==> src/rtl/uart_rx_pkg.sv <==
// Shared types for the UART receive-to-bus bridge: RX and bus FSM state
// enums (bus encodings are exported on state_out) and FIFO pointer sizing.
package uart_rx_pkg;

    typedef enum logic [2:0] {
        R_IDLE   = 3'd0,
        R_START  = 3'd1,
        R_DATA   = 3'd2,
        R_PARITY = 3'd3,
        R_STOP   = 3'd4,
        R_CLEAN  = 3'd5
    } rx_state_t;

    typedef enum logic [2:0] {
        B_IDLE = 3'd0,
        B_REQ  = 3'd1,
        B_ADDR = 3'd2,
        B_DATA = 3'd3,
        B_WAIT = 3'd4,
        B_DONE = 3'd5
    } bus_state_t;

    // Bits needed to index a power-of-two FIFO of the given depth (minimum 1).
    function automatic int unsigned ptr_width(input int unsigned depth);
        int unsigned w;
        w = 1;
        while ((32'd1 << w) < depth) begin
            w++;
        end
        return w;
    endfunction

endpackage

==> src/rtl/uart_rx_core.sv <==
// UART receiver: 2-flop synchronizer, start-bit qualification, LSB-first data,
// optional even-parity bit (UART_RX_PARITY_EN) and stop-bit check.
module uart_rx_core
    import uart_rx_pkg::*;
#(
    parameter int unsigned CLKS_PER_BIT = 5208,
    parameter int unsigned N            = 8
) (
    input  logic         clk,
    input  logic         reset,
    input  logic         rx_in,
    output logic [N-1:0] byte_out,
    output logic         byte_valid,
    output logic         err
);

    localparam int unsigned CW = $clog2(CLKS_PER_BIT + 1);
    localparam int unsigned BW = $clog2(N + 1);
    localparam logic [CW-1:0] BIT_LAST  = CW'(CLKS_PER_BIT - 1);
    localparam logic [CW-1:0] HALF_LAST = CW'(CLKS_PER_BIT / 2 - 1);
    localparam logic [BW-1:0] DATA_LAST = BW'(N - 1);
`ifdef UART_RX_PARITY_EN
    localparam rx_state_t AFTER_DATA = R_PARITY;
`else
    localparam rx_state_t AFTER_DATA = R_STOP;
`endif

    logic          sync1;
    logic          sync2;
    rx_state_t     state;
    rx_state_t     state_next;
    logic [CW-1:0] clk_cnt;
    logic [BW-1:0] bit_cnt;
    logic [N-1:0]  shreg;
    logic          half_tick;
    logic          bit_tick;
    logic          par_ok;

    assign half_tick = (clk_cnt == HALF_LAST);
    assign bit_tick  = (clk_cnt == BIT_LAST);
    assign byte_out  = shreg;

    always_ff @(posedge clk) begin
        if (!reset) begin
            sync1 <= 1'b1;
            sync2 <= 1'b1;
        end else begin
            sync1 <= rx_in;
            sync2 <= sync1;
        end
    end

`ifdef UART_RX_PARITY_EN
    logic par_bit;

    always_ff @(posedge clk) begin
        if (!reset) begin
            par_bit <= 1'b0;
        end else if (state == R_PARITY && bit_tick) begin
            par_bit <= sync2;
        end
    end

    assign par_ok = (par_bit == ^shreg);
`else
    assign par_ok = 1'b1;
`endif

    always_ff @(posedge clk) begin
        if (!reset) begin
            state   <= R_IDLE;
            clk_cnt <= '0;
            bit_cnt <= '0;
            shreg   <= '0;
        end else begin
            state <= state_next;
            // The sample counter restarts on every state change and every bit boundary.
            if (state == R_IDLE || state_next != state || bit_tick) begin
                clk_cnt <= '0;
            end else begin
                clk_cnt <= clk_cnt + 1'b1;
            end
            if (state != R_DATA) begin
                bit_cnt <= '0;
            end else if (bit_tick) begin
                bit_cnt <= bit_cnt + 1'b1;
            end
            if (state == R_DATA && bit_tick) begin
                shreg <= {sync2, shreg[N-1:1]};
            end
        end
    end

    always_comb begin
        state_next = state;
        byte_valid = 1'b0;
        err        = 1'b0;
        case (state)
            R_IDLE: begin
                if (!sync2) state_next = R_START;
            end
            R_START: begin
                if (half_tick) state_next = sync2 ? R_IDLE : R_DATA;
            end
            R_DATA: begin
                if (bit_tick && bit_cnt == DATA_LAST) state_next = AFTER_DATA;
            end
            R_PARITY: begin
                if (bit_tick) state_next = R_STOP;
            end
            R_STOP: begin
                if (bit_tick) begin
                    state_next = R_CLEAN;
                    if (sync2 && par_ok) begin
                        byte_valid = 1'b1;
                    end else begin
                        err = 1'b1;
                    end
                end
            end
            R_CLEAN: state_next = R_IDLE;
            default: state_next = R_IDLE;
        endcase
    end

endmodule

==> src/rtl/uart_rx_to_bus.sv <==
// UART receive-to-bus bridge: buffers received bytes in a FIFO and writes each
// one to DEST_ADDR over the bit-serial bus. Parity option: UART_RX_PARITY_EN.
module uart_rx_to_bus
    import uart_rx_pkg::*;
#(
    parameter int unsigned    CLKS_PER_BIT = 5208,
    parameter int unsigned    N            = 8,
    parameter int unsigned    ADN          = 12,
    parameter logic [ADN-1:0] DEST_ADDR    = '0,
    parameter int unsigned    FIFO_DEPTH   = 4,
    parameter int unsigned    ACK_TIMEOUT  = 64
) (
    input  logic         clk,
    input  logic         reset,
    input  logic         rx_in,
    input  logic         BusGrant,
    input  logic         ack,
    output logic         BusRequest,
    output logic         validOut,
    output logic         wren,
    output logic         AddressOut,
    output logic         DataOut,
    output logic [N-1:0] rx_data,
    output logic         rx_error,
    output logic         overflow,
    output logic [2:0]   state_out
);

    localparam int unsigned PW = ptr_width(FIFO_DEPTH);
    localparam int unsigned SW = $clog2(((ADN > N) ? ADN : N) + 1);
    localparam int unsigned TW = $clog2(ACK_TIMEOUT + 1);
    localparam logic [PW:0]   DEPTH_CNT = (PW + 1)'(FIFO_DEPTH);
    localparam logic [SW-1:0] ADDR_LAST = SW'(ADN - 1);
    localparam logic [SW-1:0] DATA_LAST = SW'(N - 1);
    localparam logic [TW-1:0] TOUT_LAST = TW'(ACK_TIMEOUT - 1);

    logic [N-1:0] byte_out;
    logic         byte_valid;

    uart_rx_core #(
        .CLKS_PER_BIT(CLKS_PER_BIT),
        .N           (N)
    ) u_core (
        .clk       (clk),
        .reset     (reset),
        .rx_in     (rx_in),
        .byte_out  (byte_out),
        .byte_valid(byte_valid),
        .err       (rx_error)
    );

    logic [N-1:0]  mem [FIFO_DEPTH];
    logic [PW-1:0] wr_ptr;
    logic [PW-1:0] rd_ptr;
    logic [PW:0]   count;
    logic          full;
    logic          empty;
    logic          pop;
    logic          wr_en;
    logic [N-1:0]  head;

    bus_state_t    bstate;
    bus_state_t    bstate_next;
    logic [SW-1:0] bcnt;
    logic [TW-1:0] tcnt;
    logic [ADN-1:0] addr_sh;
    logic [N-1:0]  data_sh;

    assign full  = (count == DEPTH_CNT);
    assign empty = (count == '0);
    assign pop   = (bstate == B_DONE);
    // A pop in the same cycle frees a slot, so a push into a full FIFO still lands.
    assign wr_en = byte_valid && (!full || pop);
    assign head  = mem[rd_ptr];

    always_ff @(posedge clk) begin
        if (wr_en) begin
            mem[wr_ptr] <= byte_out;
        end
    end

    always_ff @(posedge clk) begin
        if (!reset) begin
            wr_ptr   <= '0;
            rd_ptr   <= '0;
            count    <= '0;
            overflow <= 1'b0;
            rx_data  <= '0;
        end else begin
            if (wr_en) wr_ptr <= wr_ptr + 1'b1;
            if (pop)   rd_ptr <= rd_ptr + 1'b1;
            case ({wr_en, pop})
                2'b10:   count <= count + 1'b1;
                2'b01:   count <= count - 1'b1;
                default: ;
            endcase
            if (byte_valid && full && !pop) overflow <= 1'b1;
            if (byte_valid) rx_data <= byte_out;
        end
    end

    always_ff @(posedge clk) begin
        if (!reset) begin
            bstate  <= B_IDLE;
            bcnt    <= '0;
            tcnt    <= '0;
            addr_sh <= '0;
            data_sh <= '0;
        end else begin
            bstate <= bstate_next;
            if (bstate_next != bstate) begin
                bcnt <= '0;
            end else if (bstate == B_ADDR || bstate == B_DATA) begin
                bcnt <= bcnt + 1'b1;
            end
            if (bstate == B_WAIT && bstate_next == B_WAIT) begin
                tcnt <= tcnt + 1'b1;
            end else begin
                tcnt <= '0;
            end
            // Frame is reloaded on every grant so an aborted or timed-out write resends in full.
            if (bstate == B_REQ && BusGrant) begin
                addr_sh <= DEST_ADDR;
                data_sh <= head;
            end else begin
                if (bstate == B_ADDR) addr_sh <= {addr_sh[ADN-2:0], 1'b0};
                if (bstate == B_DATA) data_sh <= {data_sh[N-2:0], 1'b0};
            end
        end
    end

    always_comb begin
        bstate_next = bstate;
        BusRequest  = 1'b0;
        validOut    = 1'b0;
        wren        = 1'b0;
        AddressOut  = 1'b0;
        DataOut     = 1'b0;
        case (bstate)
            B_IDLE: begin
                if (!empty) bstate_next = B_REQ;
            end
            B_REQ: begin
                BusRequest = 1'b1;
                if (BusGrant) bstate_next = B_ADDR;
            end
            B_ADDR: begin
                BusRequest = 1'b1;
                validOut   = 1'b1;
                wren       = 1'b1;
                AddressOut = addr_sh[ADN-1];
                if (!BusGrant) begin
                    bstate_next = B_REQ;
                end else if (bcnt == ADDR_LAST) begin
                    bstate_next = B_DATA;
                end
            end
            B_DATA: begin
                BusRequest = 1'b1;
                validOut   = 1'b1;
                wren       = 1'b1;
                DataOut    = data_sh[N-1];
                if (!BusGrant) begin
                    bstate_next = B_REQ;
                end else if (bcnt == DATA_LAST) begin
                    bstate_next = B_WAIT;
                end
            end
            B_WAIT: begin
                BusRequest = 1'b1;
                if (!BusGrant) begin
                    bstate_next = B_REQ;
                end else if (ack) begin
                    bstate_next = B_DONE;
                end else if (tcnt == TOUT_LAST) begin
                    bstate_next = B_REQ;
                end
            end
            B_DONE: bstate_next = B_IDLE;
            default: bstate_next = B_IDLE;
        endcase
    end

    assign state_out = bstate;

endmodule

==> config.mk <==
export PLATFORM = sky130hd
export DESIGN_NAME = uart_rx_to_bus
export DESIGN_NICKNAME = d
export VERILOG_FILES = /design/src/rtl/uart_rx_pkg.sv /design/src/rtl/uart_rx_core.sv /design/src/rtl/uart_rx_to_bus.sv
export SDC_FILE = /design/constraint.sdc
export NUM_CORES = 1
export LEC_CHECK = 0
export BUFFER_PORTS_ARGS = -buffer_cell sky130_fd_sc_hd__buf_2
export CORE_ASPECT_RATIO = 0.6
export CORE_MARGIN = 8
export CORE_UTILIZATION = 47
export DETAILED_ROUTE_END_ITERATION = 6
export PLACE_DENSITY = 0.65
export REMOVE_ABC_BUFFERS = 1
export SLEW_MARGIN = 20
export SYNTH_ARGS = -nofsm -noshare
export SYNTH_HDL_FRONTEND = slang
export SYNTH_SLANG_ARGS = --single-unit
==> constraint.sdc <==
create_clock -name clk -period 5.1 [get_ports clk]
set_input_delay 0.255 -clock clk [delete_from_list [all_inputs] [get_ports clk]]
set_output_delay 0.255 -clock clk [all_outputs]
set_load 0.1 [all_outputs]
==> impl_results.md, run 1 <==
- Max Fclk: 0.378 GHz
- Largest net degree at the start of global routing: 38
- Die area: 13000 um^2
- IO Pins: 23
- Synth warn: 0
- Final setup viols: 0
- Asr flop ratio synth: 0
- Total Routing Usage GR: 0.145
- Synth Instances: 436
- Final wirelength: 8960 um
- Crit path DAT: 2.39 ns
- Leakage: 1.63 nW
- Setup TNS Final: 0 ns
- Core Area: 9220 um^2
- Buffers on Ports: 21
- WL/cell: 15.5 um
- CTS H-tree depth: 3
- Routed vias/inst: 5.51
- Fin area: 4920 um^2
- Critical Path End Type: output port
- Nets@finish: 458
- Final period util: 0.519
- Clock slew at reported path FFs: 0.07 ns
- # hold bufs at CTS: 0
- Area growth, synth to finish: 9.79%
- Die Span X: 142 um
- Ys flop type: dfxtp_1
- First-pass GRT wire length: 15200 um
- Max-cap violations: 0
- DRT Pass-1 Iters: 4
- Critical-path maximum fanout: 15
- Outcome: finished, final reports clean
- Vias in the first global route: 2955
- RD Place Congestion: 0.827
- Post-Syn Area: 4480 um^2
- Row count: 27
- Netlist cell types: 57
- Ant diodes: 0
- Post-Layout Cell Count: 578
- Area of the multi-input gates: 1900 um^2
- Setup Crit Path Kind: flip-flop to output port
- Slew Limit Fails: 0
- Vias: 3184
- Clock buffer depth: 2
- Layout cells sized above 1: 0.121
- Syn avg cell area: 10.3 um^2
- Worst min path class: input pin to flip-flop
- Grt ovf: 0
- Latest clock arrival within the worst-skew pair: 0.34 ns
- Post-CTS Setup Bufs: 0
- Number of gates resized after cts: 0
- Pwr Density: 319 nW/um^2
- Hpwl dp: 6230 um
- Seq cells post-synth: 102
- DR iter-0 viols: 175
- Hold WS: 0.0978 ns
- Slew headroom: 0.330
- RSZ-0062 raised after global routing: no
- Initial Util: 0.486
- Placement Cell Area: 4610 um^2
- Final Hold Fails: 0
- Root buffer cell: clkbuf_16
- R2r setup slk: 2.48 ns
- Skew final: 0.00777 ns
- Residual DRC count: 0
- EDFF count, synth: 32
- Critical path required time: 4.85 ns
- # fillers: 831
- Placed Cells incl. Taps: 562
- Die Y: 91.7 um
- Startpoint Class: flip-flop
- Fin crit period: 2.65 ns
- Seq/Total Area, Yosys: 0.527
- Worst VDD drop: 0.172 mV
- CTS Sinks: 102
- Worst Tran Pin Value: 1.00 ns
- Post-route ant nets: 0
- TritonCTS clock tree: built
- Register Area: 2360 um^2
- CTS buffer count: 9
- Initial antenna violation count: 0
-- state kept, by name, summed over array words and instances (netlist names), 2 cells and up, named ones only --
| register | cells |
|---|---|
| mem | 32 |
| u_core.clk_cnt | 13 |
| data_sh | 8 |
| rx_data | 8 |
| u_core.byte_out | 8 |
| tcnt | 7 |
| bcnt | 4 |
| u_core.bit_cnt | 4 |
| count | 3 |
| state_out | 3 |
| u_core.state | 3 |
| rd_ptr | 2 |
| wr_ptr | 2 |
-- layer usage --
layer / track usage / vias to the layer above / part of all wire
li1: - / 1583 / -
met1: 0.216 / 1523 / 0.54
met2: 0.192 / 69 / 0.39
met3: 0.0476 / 9 / 0.052
met4: 0.0427 / 0 / 0.010
met5: 0 / - / 0
-- final timing paths --
kind,startpoint,end,cells past startpoint
setup / recovery,state_out[1]$_SDFF_PN0_,DataOut,3
hold / removal,rx_in,u_core.sync1$_SDFF_PN1_,2
setup reg to reg,state_out[0]$_SDFF_PN0_,count[2]$_SDFFE_PN0P_,10
hold reg to reg,u_core.sync1$_SDFF_PN1_,u_core.sync2$_SDFF_PN1_,1
-- cell usage after synthesis (all sizes together) (9+ instances only) --
cell type  instances  share of area
dfxtp             70           0.31
nor2              45          0.038
nand3             35          0.039
edfxtp            32           0.21
a21oi             27          0.030
o21ai             27          0.030
nand2             24          0.020
buf               19          0.027
inv               15          0.013
nor3              14          0.016
xnor2             14          0.027
xor2              10          0.020
a311oi             9          0.018
clkbuf             9         0.0098
ha                 9          0.025
-- logic make-up (layout without fill, tap and decap cells) --
family / Yosys count / after routing / synth area share
adder cells (fa/ha/maj): 10 / 10 / 0.0296
other: 1 / 1 / 0.000836
flip-flops: 102 / 102 / 0.527
XOR/XNOR: 24 / 24 / 0.0469
multiplexers: 11 / 11 / 0.0469
AO/OA/AOI/OAI: 82 / 82 / 0.112
AND/OR/NAND/NOR: 163 / 163 / 0.187
buffers and inverters: 43 / 55 / 0.0502
-- worst max-delay path, cell delays in order, from the launching register on --
cell and delay, ns:
dfxtp_1 0.53, nor2b_1 0.85, and3_1 0.25, buf_2 0.42
-- placed cells by master, fill, tap and decap left out, types with 3 or more instances in the layout --
master and instances:
dfxtp_1 70, nor2_1 45, nand3_1 35, edfxtp_1 32, a21oi_1 27, nand2_1 24, o21ai_0 22, buf_2 21
xnor2_1 14, nor3_1 14, inv_1 13, xor2_1 10, clkbuf_16 10, a311oi_1 9, ha_1 9, mux4_2 8
nand4_1 7, and3_1 7, o21ai_1 5, a211oi_1 5, nand2b_1 4, or3_1 4, nor4bb_1 3, mux2i_1 3
nor4_1 3, buf_4 3
-- power breakdown --
| group | switching, W | internal, W |
|---|---|---|
| Combinational | 0.0000155 | 0.00000495 |
| Clock | 0.000300 | 0.000414 |
| Sequential | 0.00000172 | 0.000832 |
| Total | 0.000317 | 0.00125 |
-- area by class of cell --
type,instances,share of cell area
well taps,130,0.0330
flip-flops and latches,102,0.480
repair buffers,24,0.0259
clock inverters,5,0.0125
inverters,15,0.0119
multi-input cells,291,0.385
clock buffers,11,0.0516
-- through the flow --
| stage | total power (W) | worst slack (ns) | util |
|---|---|---|---|
| final | 0.00157 | 2.45 | 0.534 |
| after floorplan | 0.000865 | -0.493 | - |
| after global placement | 0.000873 | 2.59 | 0.500 |
| after CTS | 0.00159 | 2.43 | 0.534 |
| after detailed placement | 0.000873 | 2.50 | 0.500 |
| after global routing | 0.00163 | 2.27 | 0.534 |
Power figures use the tool's default switching activity.
==> inputs of run 2 (changes only) <==
- ABC_AREA: not set -> 1
- clock period: 5.1 -> 2.7 ns (I/O delays scaled with it)
==> impl_results.md, run 2 <==
- WL/cell: 13.3 um (-14%)
- WL met3: 396 um (-16%)
- Met2 Wirelength: 4060 um (+15%)
- Vias: 3589 (+13%)
- Ys flop type: dfxtp_1
- Buffers on Ports: 21 (unchanged)
- Top Layer Used: met4
- Die area: 13500 um^2 (+3.4%)
- Row count: 28 (+3.7%)
- Final setup viols: 0 (unchanged)
- Pwr Density: 557 nW/um^2 (+75%)
- Crit-path slowest cell: buf_2
- Worst VDD drop: 0.339 mV (+97%)
- Hold WS: 0.185 ns (+0.0873 ns)
- Crit path largest cell delay: 0.46 ns (-0.39 ns)
- Skew final: 0.00663 ns (-0.00113 ns)
- Seq/Total Area, Yosys: 0.506 (-0.0203)
- Critical Path End Type: output port
- Final wirelength: 9390 um (+4.8%)
- DRT Pass-1 Iters: 5 (+1)
- Largest net degree at the start of global routing: 31 (-18%)
- Die Span X: 145 um (+1.8%)
- CTS buffer count: 9 (unchanged)
- Root buffer cell: clkbuf_16
- Yosys top cell area share: 0.300 (-0.0121)
- CP Cell Sequence: ha_1 > nand2_2 > nor2_4 > nand3_4 > nor2_4 > inv_2 > nor2_1 > buf_2
- Synth top area cells: dfxtp_1 30%, edfxtp_1 21%, nor2_1 6.8%
- Max Fclk: 0.435 GHz
- Critical path required time: 2.57 ns (-2.28 ns)
- Post-Layout Cell Count: 706 (+22%)
- Most common cell after layout, fill and taps aside: nor2_1
- Core Area: 9740 um^2 (+5.6%)
- Setup Crit Path Kind: flip-flop to output port
- Critical-path maximum fanout: 11 (-4)
- Most used cell, CP: nor2_4
- RSZ-0062 raised after global routing: no
- Clock buffer depth: 2 (unchanged)
- # fillers: 929 (+12%)
- First-pass GRT wire length: 15800 um (+4.2%)
- Worst min path class: input pin to flip-flop
- Startpoint Class: flip-flop
- CTS H-tree depth: 3 (unchanged)
- Final Hold Fails: 0 (unchanged)
- Area growth, synth to finish: 11.1%
- Total Routing Usage GR: 0.148 (+0.00338)
- Syn avg cell area: 8.59 um^2 (-16%)
- Final period util: 0.852
- Asr flop ratio synth: 0 (unchanged)
- Nets@finish: 581 (+27%)
- Initial antenna violation count: 0 (unchanged)
- Synth warn: 0 (unchanged)
- Worst Tran Pin Value: 0.772 ns (-0.231 ns)
- Slew Limit Fails: 0 (unchanged)
- Most frequent cells in the layout: 85 x nor2_1, 70 x dfxtp_1, 69 x nand2_1
- IO Pins: 23 (unchanged)
- Crit path DAT: 2.16 ns (-0.23 ns)
- Routed vias/inst: 5.08 (-7.7%)
- Max-cap violations: 0 (unchanged)
- Clock slew at reported path FFs: 0.07 ns (about the same)
- Latest clock arrival within the worst-skew pair: 0.34 ns (about the same)
- Placed Cells incl. Taps: 689 (+23%)
- CTS Sinks: 102 (unchanged)
- Area leader, netlist: dfxtp_1
- Total power: 0.00289 W (+84%)
- Layout cells sized above 1: 0.147 (+0.0266)
- DR iter-0 viols: 191 (+9.1%)
- Final core occ: 0.532 (-0.00160)
- Post-CTS Setup Bufs: 0 (unchanged)
- Met1 Routed Length: 4850 um (-0.45%)
- Synth cell count leaders: 85 x nor2_1, 70 x dfxtp_1, 69 x nand2_1
- Slew headroom: 0.485 (+0.155)
- RD Place Congestion: 0.862 (+4.2%)
- Fin crit period: 2.30 ns
- Netlist cell types: 40 (-30%)
- EDFF count, synth: 32 (unchanged)
- Die Y: 93.2 um (+1.6%)
- Post-Syn Area: 4660 um^2 (+4.0%)
- Residual DRC count: 0 (unchanged)
- Leakage: 1.84 nW (+13%)
- Outcome: finished, final reports clean
- Initial Util: 0.479 (-0.00730)
- Max FFs per register: 32 (unchanged)
- Top reg by flops: mem
- Vias in the first global route: 3277 (+11%)
- Hpwl dp: 6580 um (+5.7%)
- Post-route ant nets: 0 (unchanged)
- Seq cells post-synth: 102 (unchanged)
- Ant diodes: 0 (unchanged)
- TritonCTS clock tree: built
- Top-count cell post-synth: nor2_1
- Biggest regs: mem: 32 flops, u_core.clk_cnt: 13 flops
- Synth Instances: 543 (+25%)
- Grt ovf: 0 (unchanged)
[run 2: changes by cell type in the layout (fill, tap and decap cells not counted), moves of 11 or more]
cell / delta
inv_1: +33
nand2_1: +45
nand3_1: -12
nor2_1: +40
nor3_1: +14
nor3_2: +11
o21ai_0: +31
xnor2_1: -12
[run 2: layout make-up]
cell class	instances	area [um^2]	area share
Timing Repair Buffer	31	183	0.0352
Multi-Input combinational cell	365	1960	0.379
Sequential cell	102	2360	0.456
Clock buffer	10	229	0.0442
Inverter	57	214	0.0413
Clock inverter	6	62.6	0.0121
Tap cell	135	169	0.0326
[run 2: cell families (layout without fill, tap and decap cells)]
kind of cell | Yosys count | in the layout | synth area share
other | 1 | 1 | 0.000804
adders and majority gates | 10 | 10 | 0.0284
DFF | 102 | 102 | 0.506
AOI/OAI and AO/OA | 92 | 92 | 0.107
xor gates and xnor gates | 17 | 17 | 0.0319
and+or+nand+nor | 244 | 244 | 0.251
buffers and inverters | 76 | 104 | 0.0724
muxes | 1 | 1 | 0.00215
[run 2: final timing paths]
kind,cells after the start,slack [ns],endpoint,from
hold / removal,5,0.19,state_out[1]$_SDFF_PN0_,BusGrant
hold reg to reg,1,0.41,u_core.sync2$_SDFF_PN1_,u_core.sync1$_SDFF_PN1_
setup reg to reg,13,0.42,count[2]$_SDFFE_PN0P_,state_out[1]$_SDFF_PN0_
setup / recovery,8,0.40,rx_error,u_core.clk_cnt[0]$_SDFF_PP0_
[run 2: per-layer routing]
layer  vias to the layer above  GRT usage
met5                         -          0
met4                         0     0.0474
met3                         9     0.0453
met2                        75      0.223
met1                      1655      0.200
li1                       1850          -
[run 2: where the power goes]
| part | internal, W | leakage, nW | switching (W) |
|---|---|---|---|
| logic | 0.0000138 | 0.920 | 0.0000416 |
| clock network | 0.000715 | 0.138 | 0.000543 |
| registers | 0.00157 | 0.784 | 0.00000277 |
| total | 0.00230 | 1.84 | 0.000587 |
[run 2: repair_timing]
action                                 CTS  global route
setup endpoints to repair                0             0
hold buffers                             1             0
endpoints found under the hold margin    1             0
resized for setup                        0             0
[run 2: metrics by stage]
| stage | setup WS [ns] | TNS (ns) | instance area (um^2) |
|---|---|---|---|
| 2_1_floorplan | -0.378 | -0.998 | 4540 |
| 3_3_place_gp | 0.510 | 0 | 4880 |
| 3_5_place_dp | 0.471 | 0 | 4880 |
| 4_1_cts | 0.382 | 0 | 5180 |
| 5_1_grt | 0.250 | 0 | 5180 |
| 6_report | 0.401 | 0 | 5180 |
[run 2: worst max-delay path, delay by kind of cell, from the launching register on]
kind	cells	cell delay (ns)
buffers and inverters	2	0.59
adders and majority gates	1	0.21
DFF	1	0.36
and+or+nand+nor	5	0.66
==> inputs of run 3 (changes only) <==
- CORE_UTILIZATION: 47 -> 45
- PLACE_DENSITY: 0.65 -> 0.63
- clock period: 2.7 -> 2.35 ns (I/O delays scaled with it)
==> impl_results.md, run 3 (same netlist as run 2, synthesis figures left out) <==
- Residual DRC count: 0 (unchanged)
- Worst min path class: input pin to flip-flop
- Pwr Density: 621 nW/um^2 (+11%)
- Final wirelength: 9710 um (+3.3%)
- TritonCTS clock tree: built
- CTS H-tree depth: 3 (unchanged)
- RSZ-0062 raised after global routing: no
- RD Place Congestion: 0.881 (+2.2%)
- Most frequent cells in the layout: 85 x nor2_1, 69 x nand2_1, 69 x dfxtp_1
- Final period util: 0.926
- Fin crit period: 2.18 ns
- Clock buffer depth: 2 (unchanged)
- Setup TNS Final: 0 ns (unchanged)
- Clk pwr share: 0.422 (-0.014)
- Vias: 3594 (+0.14%)
- IO Pins: 23 (unchanged)
- Leakage: 1.86 nW (+0.84%)
- Final Hold Fails: 0 (unchanged)
- Buffers on Ports: 21 (unchanged)
- WL/cell: 13.6 um (+2.5%)
- Sequential share of power: 0.558 (+0.013)
- Die area: 14000 um^2 (+3.8%)
- Post-Layout Cell Count: 712 (+0.85%)
- Row count: 28 (unchanged)
- Setup Crit Path Kind: flip-flop to flip-flop
- First-pass GRT wire length: 16100 um (+2.1%)
- Final setup viols: 0 (unchanged)
- CTS Sinks: 102 (unchanged)
- Worst VDD drop: 0.368 mV (+8.5%)
- Root buffer cell: clkbuf_16
- Total power: 0.00324 W (+12%)
- Skew final: 0.00929 ns (+0.00265 ns)
- Post-route ant nets: 0 (unchanged)
- Initial Util: 0.467 (-0.0118)
- Initial antenna violation count: 0 (unchanged)
- Critical Path End Type: flip-flop
- Startpoint Class: flip-flop
- CTS buffer count: 9 (unchanged)
- Max Fclk: 0.460 GHz
- Grt ovf: 0 (unchanged)
- Largest net degree at the start of global routing: 31 (unchanged)
- Critical-path maximum fanout: 4 (-7)
- DR iter-0 viols: 245 (+28%)
- Die Span X: 147 um (+2.0%)
- Nets@finish: 587 (+1.0%)
- Max FFs per register: 32 (unchanged)
- Latest clock arrival within the worst-skew pair: 0.35 ns (about the same)
- Cell Int Power: 0.00255 W (+11%)
- Hold WS: 0.162 ns (-0.0234 ns)
- Vias in the first global route: 3278 (+0.031%)
- Worst Tran Pin Value: 0.771 ns (-0.000800 ns)
- Die Y: 94.9 um (+1.8%)
- Clock slew at reported path FFs: 0.07 ns (about the same)
- Combinational power share: 0.020 (about the same)
- Core Area: 9980 um^2 (+2.5%)
- Sw frac: 0.215 (+0.0118)
- Area growth, synth to finish: 11.9%
- Total Routing Usage GR: 0.144 (-0.00396)
- Slew headroom: 0.485 (+0.000534)
- Psw: 0.000697 W (+19%)
- Max-cap violations: 0 (unchanged)
- Hpwl dp: 6830 um (+3.6%)
- Routed vias/inst: 5.05 (-0.70%)
- Ant diodes: 0 (unchanged)
- Slew Limit Fails: 0 (unchanged)
- Crit path DAT: 2.45 ns (+0.29 ns)
- Top reg by flops: mem
- Critical path required time: 2.62 ns (+0.05 ns)
- Biggest regs: mem: 32 flops, u_core.clk_cnt: 13 flops
- Outcome: finished, final reports clean
- Most common cell after layout, fill and taps aside: nor2_1
- DRT Pass-1 Iters: 5 (unchanged)
- Layout cells sized above 1: 0.165 (+0.0175)
- Placed Cells incl. Taps: 692 (+0.44%)
[run 3: what timing repair did]
item / 4_1_cts / 5_1_grt
hold buffers: 1 / 0
setup endpoints to repair: 0 / 3
hold endpoints to repair: 1 / 0
gates resized for setup: 0 / 5
setup buffers: 0 / 3
[run 3: final timing paths]
kind | start | end | slack, ns | cells after the start
worst max-delay path | u_core.clk_cnt[0]$_SDFF_PP0_ | count[1]$_SDFFE_PN0P_ | 0.17 | 12
worst min register to register | u_core.sync1$_SDFF_PN1_ | u_core.sync2$_SDFF_PN1_ | 0.41 | 1
worst min-delay path | BusGrant | state_out[2]$_SDFF_PN0_ | 0.16 | 5
worst max register to register | u_core.clk_cnt[0]$_SDFF_PP0_ | count[1]$_SDFFE_PN0P_ | 0.17 | 12
[run 3: routing by layer]
metal	vias up	GRT usage	part of all wire
met4	0	0.0473	0.0084
met1	1626	0.202	0.51
met3	9	0.0482	0.058
met5	-	0	0
li1	1864	-	-
met2	95	0.205	0.42
[run 3: area by class of cell]
cell class	count	area, um^2
repair buffers	37	230
clock buffers	10	229
inverters	57	214
flip-flops and latches	102	2360
well taps	135	169
multi-input cells	365	1970
clock inverters	6	46.3
fillers	943	4760
[run 3: power groups by stage]
stage	Sequential, W	Clock, W	Combinational [W]
global route	0.00181	0.00149	0.0000707
finish	0.00181	0.00137	0.0000640
detailed placement	0.00185	0	0.0000622
floorplan	0.00185	0	0.0000378
CTS	0.00181	0.00142	0.0000641
global placement	0.00185	0	0.0000619
[run 3: worst max-delay path: stages, from the launching register on]
cell	delay, ns
dfxtp_2	0.35
ha_2	0.21
nand2_2	0.10
nor2_4	0.13
nand3_4	0.09
nor2_4	0.15
nand3_4	0.09
ha_1	0.20
inv_1	0.11
fa_2	0.45
nor2_1	0.10
a21oi_1	0.05
nor2_1	0.08
[run 3: per-stage QoR]
step                      utilization  setup slack, ns  area (um^2)
after global placement          0.491            0.247         4900
final                           0.523            0.174         5220
after CTS                       0.520           0.0321         5190
after floorplan                     -           -0.728         4540
after detailed placement        0.491            0.154         4900
after global routing            0.523           0.0329         5220
